<file path="config.mk">
export PLATFORM = sky130hd
export DESIGN_NAME = usb_comma_align
export DESIGN_NICKNAME = d
export VERILOG_FILES = /design/src/rtl/usb_phy_pkg.sv /design/src/rtl/usb_comma_detect.sv /design/src/rtl/usb_comma_align.sv
export SDC_FILE = /design/constraint.sdc
export NUM_CORES = 1
export LEC_CHECK = 0
export ABC_CLOCK_PERIOD_IN_PS = 4990
export BUFFER_PORTS_ARGS = -buffer_cell sky130_fd_sc_hd__buf_2
export CORE_MARGIN = 8
export CORE_UTILIZATION = 41
export DETAILED_ROUTE_END_ITERATION = 8
export HOLD_SLACK_MARGIN = 0.12
export PLACE_DENSITY_LB_ADDON = 0.15
export SETUP_SLACK_MARGIN = 0.3
export SLEW_MARGIN = 40
export SYNTH_ARGS = -nofsm -noshare
export SYNTH_HDL_FRONTEND = slang
export SYNTH_SLANG_ARGS = --single-unit
</file>
<file path="constraint.sdc">
create_clock -name clk -period 4.99 [get_ports clk]
set_input_delay 1.2475 -clock clk [delete_from_list [all_inputs] [get_ports clk]]
set_output_delay 1.2475 -clock clk [all_outputs]
set_load 0.01 [all_outputs]
</file>
<file path="src/rtl/usb_phy_pkg.sv">
// Shared USB PHY definitions: symbol width, K28.5 comma codes and the
// aligner state encoding.
package usb_phy_pkg;
    localparam int SYM_W = 10;

    localparam logic [SYM_W-1:0] K28_5_RDN = 10'b0011111010;
    localparam logic [SYM_W-1:0] K28_5_RDP = 10'b1100000101;

    typedef enum logic [1:0] {
        HUNT   = 2'd0,
        CHECK  = 2'd1,
        LOCKED = 2'd2
    } align_state_t;

    function automatic logic is_k28_5(input logic [SYM_W-1:0] sym);
        return (sym == K28_5_RDN) || (sym == K28_5_RDP);
    endfunction

    // Symbol starting k bits into the two-word window (bit 19 = oldest bit).
    function automatic logic [SYM_W-1:0] window_sym(input logic [2*SYM_W-1:0] win,
                                                    input logic [3:0]         k);
        logic [2*SYM_W-1:0] sh;
        sh = win << k;
        return sh[2*SYM_W-1:SYM_W];
    endfunction
endpackage

</file>
<file path="src/rtl/usb_comma_detect.sv">
// Combinational K28.5 search over all ten bit offsets of a 20-bit window;
// the lowest matching offset wins.
module usb_comma_detect
    import usb_phy_pkg::*;
(
    input  logic [2*SYM_W-1:0] win,
    output logic               hit,
    output logic [3:0]         offset
);
    logic [SYM_W-1:0] match;

    for (genvar k = 0; k < SYM_W; k++) begin : g_cand
        assign match[k] = is_k28_5(win[2*SYM_W-1-k -: SYM_W]);
    end

    always_comb begin
        hit    = |match;
        offset = '0;
        // Scan downwards so the lowest matching offset is the last written.
        for (int k = SYM_W-1; k >= 0; k--) begin
            if (match[k]) offset = 4'(k);
        end
    end
endmodule

</file>
<file path="src/rtl/usb_comma_align.sv">
// 10-bit comma aligner: hunts for K28.5, confirms it LOCK_CNT times at one
// offset, then emits symbol-aligned words until LOSS_CNT misaligned commas.
module usb_comma_align
    import usb_phy_pkg::*;
#(
    parameter int LOCK_CNT = 2,
    parameter int LOSS_CNT = 4
) (
    input  logic             clk,
    input  logic             rst_n,
    input  logic             clr,
    input  logic [SYM_W-1:0] in_data,
    input  logic             in_valid,
    output logic [SYM_W-1:0] out_data,
    output logic             out_valid,
    output logic             locked,
    output logic             comma_det,
    output logic [3:0]       align_offset,
    output logic             realign
);
    localparam logic [3:0] LOCK_N = 4'(LOCK_CNT);
    localparam logic [3:0] LOSS_N = 4'(LOSS_CNT);

    align_state_t       state;
    logic [SYM_W-1:0]   prev_word;
    logic [2:0]         cnt;
    logic [2:0]         miss_cnt;
    logic [3:0]         cand_off;
    logic [2*SYM_W-1:0] win;
    logic               hit;
    logic [3:0]         det_off;
    logic               at_cand;
    logic               at_align;
    logic               lock_now;
    logic               out_en;
    logic [3:0]         out_off;
    logic [SYM_W-1:0]   out_word;

    assign win = {prev_word, in_data};

    usb_comma_detect u_detect (
        .win    (win),
        .hit    (hit),
        .offset (det_off)
    );

    assign at_cand  = is_k28_5(window_sym(win, cand_off));
    assign at_align = is_k28_5(window_sym(win, align_offset));

    // Lock taken this cycle: the word is already emitted with the new offset.
    assign lock_now = in_valid && !clr &&
                      (((state == HUNT) && hit && (LOCK_CNT == 1)) ||
                       ((state == CHECK) && at_cand && (({1'b0, cnt} + 4'd1) >= LOCK_N)));
    assign out_off  = !lock_now ? align_offset : (state == HUNT) ? det_off : cand_off;
    assign out_word = window_sym(win, out_off);
    assign out_en   = in_valid && ((state == LOCKED) || lock_now);
    assign locked   = (state == LOCKED);

    always_ff @(posedge clk or negedge rst_n) begin
        if (!rst_n) begin
            state        <= HUNT;
            prev_word    <= '0;
            cnt          <= '0;
            miss_cnt     <= '0;
            cand_off     <= '0;
            align_offset <= '0;
            out_data     <= '0;
            out_valid    <= 1'b0;
            comma_det    <= 1'b0;
            realign      <= 1'b0;
        end else begin
            realign <= 1'b0;
            if (in_valid) prev_word <= in_data;
            if (clr) begin
                state     <= HUNT;
                cnt       <= '0;
                miss_cnt  <= '0;
                out_valid <= 1'b0;
                comma_det <= 1'b0;
            end else begin
                out_valid <= out_en;
                comma_det <= out_en && is_k28_5(out_word);
                if (out_en) out_data <= out_word;
                if (in_valid && hit) begin
                    case (state)
                        HUNT: begin
                            cand_off <= det_off;
                            cnt      <= 3'd1;
                            if (lock_now) begin
                                state        <= LOCKED;
                                align_offset <= det_off;
                                miss_cnt     <= '0;
                            end else begin
                                state <= CHECK;
                            end
                        end
                        CHECK: begin
                            if (at_cand) begin
                                cnt <= (cnt == 3'd7) ? cnt : cnt + 3'd1;
                                if (lock_now) begin
                                    state        <= LOCKED;
                                    align_offset <= cand_off;
                                    miss_cnt     <= '0;
                                end
                            end else begin
                                cand_off <= det_off;
                                cnt      <= 3'd1;
                            end
                        end
                        LOCKED: begin
                            if (at_align) begin
                                miss_cnt <= '0;
                            end else if (({1'b0, miss_cnt} + 4'd1) >= LOSS_N) begin
                                state    <= HUNT;
                                miss_cnt <= '0;
                                realign  <= 1'b1;
                            end else begin
                                miss_cnt <= miss_cnt + 3'd1;
                            end
                        end
                        default: state <= HUNT;
                    endcase
                end
            end
        end
    end
endmodule

</file>
==> results.toml <==
[placed_design]
gp_congestion = 0.948
place_inst = 771
port_buffers = 31
post-dp-hpwl_um = 12300

[detailed_routing]
drc_errors = 0
routedWlPerCell_um = 21.1
ant_nets = 0
wirelength_um = 16600
vias = 4984
avgViaCountPerCell = 6.33
first_pass_iters = 6
drt_iter0_markers = 403

[critical_path]
critPathArrivalTime_ns = 5.04
path_class = "in -> reg"
crit_path_top_delay_cell = "or4b_4"
crit_fanout = 10
cpMostUsedCell = "mux2i_4"
critical-path-max-stage-delay_ns = 0.54
critical_path_buf_inv_count = 3
start_kind = "input port"
crit_required_ns = 5.20
critPathTopFamily = "simple AND/OR/NAND/NOR gates"
path_cells = "buf_2 -> mux4_2 -> mux2i_2 -> nand3_1 -> or4b_4 -> o32ai_4 -> mux2i_4 -> buf_12 -> mux2i_4 -> buf_4 -> a22oi_2 -> nand2_1 -> a22o_1 -> or4_1 -> o22ai_1"
end_kind = "flip-flop"

[synth]
yosysTopAreaCell = "dfrtp_1"
synth_area_per_cell_sq_um = 9.00
synth_area_sq_um = 5010
synth-edff-count = 0
synth-main-ff-cell = "dfrtp_1"
yosys_warnings = 0
synth.top_cell.area_share = 0.195
ys_seq_area_frac = 0.195
synth.distinct_cells = 72
ys_ff_latch = 39
async_flop_share = 1.00
syn-num-nets = 575
synth.area.top_cells = "dfrtp_1, mux4_2, mux2i_1"
syn_inst = 557

[power]
p_int_mw = 0.883
p_comb_frac = 0.409
power_frac_seq = 0.275
clkPwrFrac = 0.316
power.share.switching = 0.343
peakVddDrop_mv = 0.172
power_switching_mw = 0.462
p_leak_nw = 2.63
powerDensity_nw_per_um2 = 211
total_power_mw = 1.34

[grt]
grt_start_max_net_pins = 40
antenna_found_initial = 0
grt_pass1_wl_um = 26700
grt_pass1_vias = 4807
grt.total_usage = 0.208
grt_overflow = 0

[timing]
timing.fmax_mhz = 207
drv_slew = 0
rsz0062_at_grt = "true"
hold_ws_ns = 0.502
setup_tns_ns = 0
skew_ns = 0.00992
hold_violations = 0
setup-violations-final = 0
relSlewSlack = 0.443
finalCriticalPeriod_ns = 4.83
post-route-period-util = 0.967
worst_pin_slew_ns = 0.828

[clocking]
cts_made_buffers = 5
clock_latency_ns = 0.30
root_buffer = "clkbuf_16"
cts_tree = "done"
cts_buffer_depth = 2
cts_num_sinks = 39
h-tree-depth = 2
clk_pin_slew_ns = 0.06
holdBufCountCts = 0

[floorplan]
die_w_um = 127
rows = 40
core_sq_um = 12000
initial_core_util = 0.419
num_io_pins = 32
die_height_um = 127
die_area_sq_um = 16000

[finish]
fin_nets = 657
multi_input_area_sq_um = 3900
seq_area_sq_um = 977
insertedDiodeCount = 0
final_cells = 787
area_growth_pct = 27.2
fillers = 1095
final_core_util = 0.533
drive_gt1_frac = 0.369

[hold_path]
min_path_type = "reg -> reg"

[flow_run]
max_cap_viol_count = 0

[status]
status = "finished clean"
==> power by group through the flow <==
stage                     combinational [mW]  clock [mW]  sequential, mW
after floorplan                        0.340           0           0.352
after global placement                 0.521           0           0.374
after detailed placement               0.519           0           0.374
after CTS                              0.527       0.435           0.369
after global routing                   0.591       0.445           0.372
final                                  0.550       0.424           0.369
==> area by class of cell <==
cell class | count | share of cell area
multi-input cells | 441 | 0.611
clock inverters | 2 | 0.00941
flip-flops and latches | 39 | 0.153
repair buffers | 132 | 0.165
well taps | 147 | 0.0288
inverters | 20 | 0.0118
clock buffers | 6 | 0.0202
==> synth_stat cells (all sizes together) (5+ instances only) <==
library cell  number
a211oi             5
a21oi             26
a22oi              8
buf               17
clkbuf            40
dfrtp             39
inv               17
mux2              30
mux2i             50
mux4              38
nand2             59
nand2b            15
nand3             14
nand4             12
nor2              40
nor2b              9
nor3              12
nor4              13
nor4bb             6
o21ai             24
o22ai              6
==> registers in the layout, indices dropped and copies added, names as in the netlist <==
| register | flops |
|---|---|
| out_data | 10 |
| prev_word | 10 |
| align_offset | 4 |
| cand_off | 4 |
| cnt | 3 |
| miss_cnt | 3 |
| state | 2 |
| comma_det | 1 |
| out_valid | 1 |
| realign | 1 |
==> layer usage <==
metal | share of wire | GRT usage
met1 | 0.45 | 0.276
met2 | 0.48 | 0.346
met3 | 0.047 | 0.0260
met4 | 0.022 | 0.0658
met5 | 0 | 0
==> final timing paths <==
path / slack [ns] / start / depth (start not counted) / end
min in group asynchronous: 0.93 / rst_n / 1 / prev_word[6]
setup / recovery: 0.16 / in_data[6] / 15 / comma_det
hold reg to reg: 0.50 / out_data[4] / 1 / out_data[4]
setup reg to reg: 0.32 / cand_off[0] / 15 / comma_det
max in group asynchronous: 3.67 / rst_n / 1 / align_offset[0]
hold / removal: 0.50 / out_data[4] / 1 / out_data[4]
==> cell families after synthesis <==
| family | after synthesis | share of synthesized area |
|---|---|---|
| compound gates | 109 | 0.151 |
| fa+ha+maj | 4 | 0.00998 |
| buf+inv | 77 | 0.0709 |
| flops | 39 | 0.195 |
| mux | 118 | 0.352 |
| simple gates | 210 | 0.222 |
==> cell usage in the layout, fill, tap and decap left out, drive strengths merged, types with 15 or more instances in the layout <==
master / instances
buf: 130
nand2: 59
mux2i: 50
nor2: 40
dfrtp: 39
mux4: 38
mux2: 30
a21oi: 26
o21ai: 24
inv: 17
nand2b: 15
==> timing repair <==
| item | CTS | global route |
|---|---|---|
| gates cloned | 1 | 2 |
| pin swaps | 1 | 4 |
| setup endpoints to repair | 5 | 8 |
| gates resized for setup | 12 | 36 |
| buffers inserted | 2 | 3 |
==> stage by stage <==
step,setup slack (ns),cell area (sq um)
floorplan,0.104,5030
global placement,-0.229,5820
detailed placement,-0.253,5830
CTS,0.159,6130
global route,-0.0435,6380
finish,0.164,6380
No activity file was read; power rests on OpenSTA's default activity.
